## config.mk

```make
export PLATFORM = sky130hd
export DESIGN_NAME = chan_capture_sequencer
export DESIGN_NICKNAME = d
export VERILOG_FILES = /design/src/rtl/chan_capture_sequencer.sv
export SDC_FILE = /design/constraint.sdc
export NUM_CORES = 1
export LEC_CHECK = 0
export ABC_AREA = 1
export CORE_ASPECT_RATIO = 0.6
export CORE_MARGIN = 5
export CORE_UTILIZATION = 50
export DETAILED_ROUTE_END_ITERATION = 8
export GPL_TIMING_DRIVEN = 0
export PLACE_DENSITY = 0.71
export SLEW_MARGIN = 0
export SYNTH_ARGS = -nofsm -noshare
export SYNTH_HDL_FRONTEND = slang
export SYNTH_SLANG_ARGS = --single-unit
```

## constraint.sdc

```tcl
create_clock -name user_clk -period 2.1 [get_ports user_clk]
set_input_delay 0.42 -clock user_clk [delete_from_list [all_inputs] [get_ports user_clk]]
set_output_delay 0.42 -clock user_clk [all_outputs]
set_load 0.01 [all_outputs]
```

## src/rtl/chan_capture_sequencer.sv

```systemverilog
// chan_capture_sequencer
// Sequences a single channelizer capture from the software control register.
// A 0->1 edge on the start bit arms the sequencer. It then optionally waits for
// the channelizer frame sync, gates exactly `length` valid samples through
// capture_en, and reports progress and errors in a status word for readback.
// ctrl_word is already in the user_clk domain. It is registered twice so that
// the start edge can be detected, which means the FSM reacts on the second
// clock edge after software writes the register.

module chan_capture_sequencer #(
  parameter int LEN_W     = 24,          // length field / sample counter width (status_word[31:8])
  parameter int TIMEOUT_W = 20,          // ARM timeout counter width
  parameter int SYNC_TMO  = 2**20 - 1    // ARM cycles without sync_in before timeout (>= 1)
) (
  input  logic        user_clk,
  input  logic        user_rst_n,
  input  logic [31:0] ctrl_word,
  input  logic        sync_in,
  input  logic        sample_valid,
  output logic        capture_en,
  output logic        start_pulse,
  output logic        busy,
  output logic [31:0] status_word
);

  // State encoding doubles as the status_word[1:0] field seen by software.
  typedef enum logic [1:0] {
    ST_IDLE = 2'd0,
    ST_ARM  = 2'd1,
    ST_RUN  = 2'd2,
    ST_DONE = 2'd3
  } state_t;

  // Last ARM timer value before giving up on the frame sync.
  localparam logic [TIMEOUT_W-1:0] TMO_LAST = TIMEOUT_W'(SYNC_TMO - 1);

  // Control register pipeline.
  logic [31:0]          ctrl_q_reg;
  logic                 start_qq_reg;

  // Decoded control fields, all taken from the first pipeline stage.
  logic                 start_rise;
  logic                 abort_req;
  logic                 ext_sync_en;
  logic [LEN_W-1:0]     ctrl_len;
  logic                 ctrl_unused;

  // Sequencer state and its next-state values.
  state_t               state_reg,       state_next;
  logic [LEN_W-1:0]     len_reg,         len_next;
  logic [LEN_W-1:0]     count_reg,       count_next;
  logic [TIMEOUT_W-1:0] timer_reg,       timer_next;
  logic                 done_reg,        done_next;
  logic                 tmo_err_reg,     tmo_err_next;
  logic                 len_err_reg,     len_err_next;

  // Registered strobes derived from the next state.
  logic                 capture_en_reg,  capture_en_next;
  logic                 start_pulse_reg, start_pulse_next;
  logic                 busy_reg,        busy_next;

  // Last sample of the capture: the counter is one short of the latched length.
  logic                 last_sample;

  assign start_rise  = ctrl_q_reg[0] & ~start_qq_reg;
  assign abort_req   = ctrl_q_reg[1];
  assign ext_sync_en = ctrl_q_reg[2];
  assign ctrl_len    = ctrl_q_reg[8 +: LEN_W];
  // Bits [7:3] of the control register are reserved and deliberately ignored.
  assign ctrl_unused = ^ctrl_q_reg[7:3];

  assign last_sample = (count_reg == (len_reg - LEN_W'(1)));

  // Two-stage control register pipeline used for start edge detection.
  always_ff @(posedge user_clk or negedge user_rst_n) begin
    if (!user_rst_n) begin
      ctrl_q_reg   <= '0;
      start_qq_reg <= 1'b0;
    end else begin
      ctrl_q_reg   <= ctrl_word;
      start_qq_reg <= ctrl_q_reg[0];
    end
  end

  // Sequencer state, counters, sticky flags and registered output strobes.
  always_ff @(posedge user_clk or negedge user_rst_n) begin
    if (!user_rst_n) begin
      state_reg       <= ST_IDLE;
      len_reg         <= '0;
      count_reg       <= '0;
      timer_reg       <= '0;
      done_reg        <= 1'b0;
      tmo_err_reg     <= 1'b0;
      len_err_reg     <= 1'b0;
      capture_en_reg  <= 1'b0;
      start_pulse_reg <= 1'b0;
      busy_reg        <= 1'b0;
    end else begin
      state_reg       <= state_next;
      len_reg         <= len_next;
      count_reg       <= count_next;
      timer_reg       <= timer_next;
      done_reg        <= done_next;
      tmo_err_reg     <= tmo_err_next;
      len_err_reg     <= len_err_next;
      capture_en_reg  <= capture_en_next;
      start_pulse_reg <= start_pulse_next;
      busy_reg        <= busy_next;
    end
  end

  // Next-state logic: start/abort handling, sync wait with timeout, and sample gating.
  always_comb begin
    state_next   = state_reg;
    len_next     = len_reg;
    count_next   = count_reg;
    timer_next   = timer_reg;
    done_next    = done_reg;
    tmo_err_next = tmo_err_reg;
    len_err_next = len_err_reg;

    case (state_reg)
      ST_IDLE: begin
        // Only a fresh start edge is accepted, and only from IDLE.
        if (start_rise) begin
          if (ctrl_len == '0) begin
            // Zero-length request: flag it and do nothing else.
            len_err_next = 1'b1;
          end else begin
            len_next     = ctrl_len;
            count_next   = '0;
            timer_next   = '0;
            done_next    = 1'b0;
            tmo_err_next = 1'b0;
            len_err_next = 1'b0;
            state_next   = ext_sync_en ? ST_ARM : ST_RUN;
          end
        end
      end

      ST_ARM: begin
        // Abort has the highest priority. A sync arriving on the final
        // timeout cycle still starts the capture.
        if (abort_req) begin
          done_next  = 1'b0;
          state_next = ST_IDLE;
        end else if (sync_in) begin
          state_next = ST_RUN;
        end else if (timer_reg == TMO_LAST) begin
          tmo_err_next = 1'b1;
          state_next   = ST_IDLE;
        end else begin
          timer_next = timer_reg + TIMEOUT_W'(1);
        end
      end

      ST_RUN: begin
        // Abort wins over the last sample. The count is kept so software can
        // see how far the capture got.
        if (abort_req) begin
          done_next  = 1'b0;
          state_next = ST_IDLE;
        end else if (capture_en_reg && sample_valid) begin
          if (last_sample) begin
            count_next = len_reg;
            done_next  = 1'b1;
            state_next = ST_DONE;
          end else begin
            count_next = count_reg + LEN_W'(1);
          end
        end
      end

      ST_DONE: begin
        // Hold here until software drops the start bit, so a start bit left
        // high can never re-arm the sequencer. The done flag persists into IDLE.
        if (!ctrl_q_reg[0]) begin
          state_next = ST_IDLE;
        end
      end

      default: begin
        state_next = ST_IDLE;
      end
    endcase

    // Output strobes are registered copies of the upcoming state, so they
    // line up with status_word on the same edge.
    capture_en_next  = (state_next == ST_RUN);
    start_pulse_next = (state_next == ST_RUN) && (state_reg != ST_RUN);
    busy_next        = (state_next == ST_ARM) || (state_next == ST_RUN);
  end

  assign capture_en  = capture_en_reg;
  assign start_pulse = start_pulse_reg;
  assign busy        = busy_reg;
  assign status_word = {count_reg, 3'b000, len_err_reg, tmo_err_reg, done_reg, state_reg};

endmodule

```

==> impl_metrics.toml, run 1 <==
[placement]
post-dp-hpwl_um = 12900
gp_congestion = 0.957
dpl_cell_area_um2 = 6900
port_buffers = 62
dp_slack_ps = -680

[global_routing]
grt_pass1_vias = 5100
grt_overflow_total = 0
grt_first_pass_wirelength_um = 27400
grt_use_total_pct = 24.8
grt_max_degree = 68
antenna_found_initial = 0

[logic_synthesis]
yosys_warnings = 0
yosysUniqueCellTypes = 34
synth_largest_area_cell = "dfrtp_1"
yosysTopAreaCellShare_pct = 43.2
synthTopCellsByArea = "dfrtp_1, nand2_1, nand3_1"
ys_seq_area_share_pct = 43.2
syn_area_um2 = 6020
synthCells = 789
syn_avg_cell_area_um2 = 7.64
synth-seq-cells = 104

[floorplan]
initial_core_util_pct = 50.6
core-area_um2 = 11900
fp-row-count = 31
die_w_um = 152
ios = 71
die_area_um2 = 14400
die_y_um = 95.0

[routing]
drtIter0Drc = 527
dr.pass1.iters = 5
drc = 0
vias_per_cell = 5.43
vias = 5714
antenna_left = 0
wl_per_cell_um = 16.7
drt-total-wl_um = 17600

[final_layout]
drive_gt1_share_pct = 17.7
regArea_um2 = 2610
multiInputGateArea_um2 = 3220
nNetsFinal = 924
n_antenna_cell = 0
largest_register_ffs = 27
final_cell_mix = "nand2_1, inv_1, dfrtp_1"
final_area_um2 = 7740
syn_to_final_growth_pct = 28.4
final_common_cell = "nand2_1"
fillers = 1049

[power_and_ir_drop]
sw_frac_of_total_pct = 37.0
p_int_mw = 3.70
sequentialPowerShare_pct = 42.8
ir_drop_v = 0.000456
combPwrFrac_pct = 28.9
switching_power_mw = 2.17
finalPower_mw = 5.88
cellPowerDensity_nw_per_um2 = 760
leakagePower_nw = 3.46
clkPwrFrac_pct = 28.3

[clocking]
cts_tree = "yes"
numClockSinks = 104
numCtsBuffers = 9
clk_pin_slew_worst_paths_ps = 70
clockBufferDepth = 2
cts_htree_levels = 3
cts-root-buf = "clkbuf_16"
cts_hold_buf = 0
clk_latency_ps = 360

[worst_setup_path]
required_ps = 2350
start_kind = "flip-flop"
crit_type = "reg2reg"
crit_path_max_incr_delay_ps = 440
critPathMaxFanout = 5
cp_cell_sequence = "inv_2 > ha_4 > inv_1 > nand2_1 > nand2_1 > nand2_1 > nand2_1 > nor2_2 > nand4_1 > nor2_1 > nand2_2 > nor2_4 > nand4_1 > nand4_1 > inv_2 > ha_4 > inv_2"
r2r_cells = 17
end_kind = "flip-flop"
cp_data_arrival_time_ps = 2610
crit_slowest_cell = "dfrtp_2"
cpMostUsedCell = "nand2_1"

[timing]
fmax_mhz = 424
whs_ps = 28.9
rsz0062_at_grt = "yes"
setup-violations-final = 28
finClkSkew_ps = 13.6
worst_pin_slew_ps = 611
maxSlewViolCount = 0
finalCriticalPeriod_ps = 2360
setup_slack_ps = -257
slew_headroom_pct = 59.0
finalHoldViolCount = 0
fin_crit_sh_pct = 112

[outcome]
status = "complete, but fails checks"
violations = "setup timing"

[hold_path]
min-delay-path-class = "in2async"

[flow_run]
maxCapViolations = 0
[cell type report]
class,instances,area share [%]
Inverter,109,5.37
Multi-Input combinational cell,555,41.6
Timing Repair Buffer,81,10.7
Tap cell,165,2.67
Clock buffer,10,2.96
Clock inverter,6,0.776
Buffer,23,2.15
Sequential cell,104,33.8
[synthesized netlist by cell type (all sizes together)]
cell type	n
a21oi	5
inv	106
dfrtp	104
nor2	74
nor4	7
xnor2	15
o21a	1
a211oi	1
buf	16
clkbuf	7
nor3	20
xor2	38
o31ai	12
o2111ai	1
nor3b	1
ha	5
o21ai	54
conb	1
or2	1
nand3	79
clkinv	3
nand2	203
nand3b	11
nand4	24
[final timing paths]
| path | from | to | slack, ps |
|---|---|---|---|
| max | len_reg[1] | busy | -260 |
| min | user_rst_n | ctrl_q_reg[11] | 30 |
| max reg2reg | len_reg[1] | busy | -260 |
| min reg2reg | ctrl_q_reg[0] | start_qq_reg | 410 |
| max in group asynchronous | user_rst_n | timer_reg[16] | 1370 |
| min in group user_clk | ctrl_q_reg[0] | start_qq_reg | 410 |
[timing repair]
action / in CTS / in global routing
setup endpoints to repair: 48 / 54
pin swaps: 6 / 4
setup buffers: 7 / 9
resized for setup: 32 / 72
gates cloned: 0 / 2
[worst max-delay path: cells and delay by family, from the launching register on]
family	cells	cell delay, ps
flops	1	440
simple gates	11	1150
fa+ha+maj	2	440
buf+inv	4	220
[power by group through the flow]
| stage | Combinational, mW | Sequential, mW | Clock, mW |
|---|---|---|---|
| 2_1_floorplan | 1.01 | 2.43 | 0 |
| 3_3_place_gp | 1.41 | 2.52 | 0 |
| 3_5_place_dp | 1.45 | 2.52 | 0 |
| 4_1_cts | 1.57 | 2.49 | 1.68 |
| 5_1_grt | 1.88 | 2.54 | 1.79 |
| 6_report | 1.70 | 2.52 | 1.66 |
[cell families after synthesis]
logic type                 Yosys count  synth area share (%)
adders and majority gates            5                  1.04
AOI/OAI and AO/OA                   74                  6.79
and+or+nand+nor                    420                  32.0
xor gates and xnor gates            53                  7.71
buffers and inverters              132                  9.18
DFF                                104                  43.2
other                                1                0.0622
[routing by layer]
metal	global-route usage [%]	vias to the layer above	wire, um
li1	-	2720	-
met1	41.3	2724	8770
met2	31.3	254	6810
met3	6.70	16	1840
met4	5.08	0	153
met5	0	-	0
[stage by stage]
| step | std cells | TNS (ps) | util (%) |
|---|---|---|---|
| after global routing | 1053 | -9390 | 65.0 |
| final | 1053 | -5520 | 65.0 |
| after floorplan | 791 | -98.1 | - |
| after CTS | 1042 | -4280 | 61.7 |
| after global placement | 1018 | -347980 | 57.7 |
| after detailed placement | 1019 | -19200 | 57.9 |
Note: power is estimated with default switching activity, not from simulation.
==> inputs of run 2 (changes only) <==
--- a/config.mk
+++ b/config.mk
@@ -10,6 +10,6 @@
 export CORE_MARGIN = 5
-export CORE_UTILIZATION = 50
+export CORE_UTILIZATION = 48
 export DETAILED_ROUTE_END_ITERATION = 8
 export GPL_TIMING_DRIVEN = 0
-export PLACE_DENSITY = 0.71
+export PLACE_DENSITY = 0.69
 export SLEW_MARGIN = 0
--- a/constraint.sdc
+++ b/constraint.sdc
@@ -3,2 +3,2 @@
 set_output_delay 0.42 -clock user_clk [all_outputs]
-set_load 0.01 [all_outputs]
+set_load 0.02 [all_outputs]
==> run 2 against run 1 <==
Against the previous run:
- the flow still finishes with violations (setup timing)
- power is 2.1% higher
- clock power hardly changed
- via count is 1.2% higher
- hold slack better by 40 ps
- final area is 1.7% higher
- critical path type unchanged
- sequential power hardly changed
- utilization is 0.34 points lower
- non-clock buffer count is 6 higher
- final cell count is 0.57% higher
- flip-flop and latch count stayed put
==> impl_metrics.toml, run 2 (same netlist as run 1, synthesis figures left out) <==
[timing]
maxSlewViolCount = 0
finalHoldViolCount = 0
finClkSkew_ps = 17.5
finalCriticalPeriod_ps = 2410
worst_pin_slew_ps = 630
rsz0062_at_grt = "yes"
fmax_mhz = 414
fin_crit_sh_pct = 115
setup-violations-final = 27
setup_slack_ps = -314
slew_headroom_pct = 58.0

[worst_setup_path]
end_kind = "flip-flop"
cpMostUsedCell = "nor2_4"
critical_path_buf_inv_count = 2
required_ps = 2340
cp_top_family = "simple AND/OR/NAND/NOR gates"
start_kind = "flip-flop"
cp_data_arrival_time_ps = 2650
cp_cell_sequence = "nor2_4 > nand2_4 > nor2_4 > nand2_2 > nor2_2 > xor2_1 > nand2_1 > nor2_4 > buf_4 > buf_6 > nand3b_1 > nand3_2 > o21ai_1"
critPathMaxFanout = 10
crit_type = "reg2reg"
crit_path_max_incr_delay_ps = 480
crit_slowest_cell = "dfrtp_2"

[global_routing]
grt_overflow_total = 0
antenna_found_initial = 0
grt_use_total_pct = 23.3
grt_pass1_vias = 5277
grt_max_degree = 59
grt_first_pass_wirelength_um = 27900

[final_layout]
utilization_pct = 64.6
drive_gt1_share_pct = 20.6
syn_to_final_growth_pct = 30.7
final_area_um2 = 7870
n_antenna_cell = 0
final_common_cell = "nand2_1"
largest_register_ffs = 27
final_cell_mix = "nand2_1, inv_1, dfrtp_1"
regArea_um2 = 2620
fillers = 1019
nNetsFinal = 930
multiInputGateArea_um2 = 3300

[outcome]
status = "complete, but fails checks"
violations = "setup timing"

[floorplan]
die_w_um = 155
die_area_um2 = 15000
initial_core_util_pct = 49.5
die_y_um = 96.8
core-area_um2 = 12200
ios = 71
fp-row-count = 31

[clocking]
numCtsBuffers = 9
cts_tree = "yes"
clk_pin_slew_worst_paths_ps = 70
clk_latency_ps = 370
numClockSinks = 104
cts-root-buf = "clkbuf_16"
cts_htree_levels = 3
clockBufferDepth = 2

[power_and_ir_drop]
cellPowerDensity_nw_per_um2 = 762
leakagePower_nw = 3.49
ir_drop_v = 0.000700

[routing]
vias_per_cell = 5.46
antenna_left = 0
drc = 0
drt-total-wl_um = 17900
drtIter0Drc = 652
wl_per_cell_um = 16.9
dr.pass1.iters = 6
vias = 5780

[placement]
gp_congestion = 0.959
port_buffers = 62
dpl_cell_area_um2 = 6900
post-dp-hpwl_um = 13000

[flow_run]
maxCapViolations = 0

[hold_path]
min-delay-path-class = "in2async"
run 2: layout make-up:
class | instances | share of cell area (%)
buffer | 22 | 2.02
clock buffer | 10 | 2.91
clock inverter | 6 | 0.763
inverter | 109 | 5.23
multi-input combinational | 555 | 41.9
sequential | 104 | 33.2
tap | 165 | 2.62
timing repair buffer | 88 | 11.3
run 2: timing repair:
action                     in CTS  in global routing
pin swaps                       8                 17
setup endpoints to repair      47                 55
cloned                          2                  1
setup buffers                  14                  8
resized for setup              57                 80
hold buffers                    0                  0
run 2: metrics by stage:
stage	power, mW	worst slack [ps]	hold WS (ps)	std cells	TNS [ps]
CTS	5.82	-203	89.6	1051	-3700
detailed placement	4.00	-709	410	1019	-18110
global route	6.31	-391	118	1059	-9840
floorplan	3.47	-57.3	124	791	-98.2
finish	6.00	-314	69.3	1059	-6350
global placement	3.95	-3170	400	1018	-345070
run 2: path summary, 6_finish.rpt:
path | slack [ps] | endpoint | cells past startpoint | startpoint
max | -310 | count_reg[11] | 13 | len_reg[2]
min | 70 | ctrl_q_reg[10] | 1 | user_rst_n
max reg2reg | -310 | count_reg[11] | 13 | len_reg[2]
min reg2reg | 430 | start_qq_reg | 0 | ctrl_q_reg[0]
max in group asynchronous | 1330 | len_reg[14] | 2 | user_rst_n
min in group user_clk | 430 | start_qq_reg | 0 | ctrl_q_reg[0]
run 2: per-layer routing:
layer / global-route usage [%] / wire length [um]
met4: 3.73 / 138
met1: 37.2 / 8650
met3: 8.52 / 2150
met2: 30.0 / 6960
met5: 0 / 0
run 2: report_power, final:
group	internal, mW	switching (mW)
sequential	2.21	0.313
combinational	0.687	1.12
clock	0.836	0.834
run 2: worst reg2reg max path, cell delays in order (launching register included):
cell,delay (ps)
dfrtp_2,480
nor2_4,150
nand2_4,100
nor2_4,200
nand2_2,90
nor2_2,140
xor2_1,180
nand2_1,110
nor2_4,220
buf_4,150
buf_6,140
nand3b_1,160
nand3_2,110
o21ai_1,60
==> inputs of run 3 (changes only) <==
Settings changed: SLEW_MARGIN 0 to unset.
==> results of run 3 <==
Final layout, timing and power as in run 2 (identical DEF).
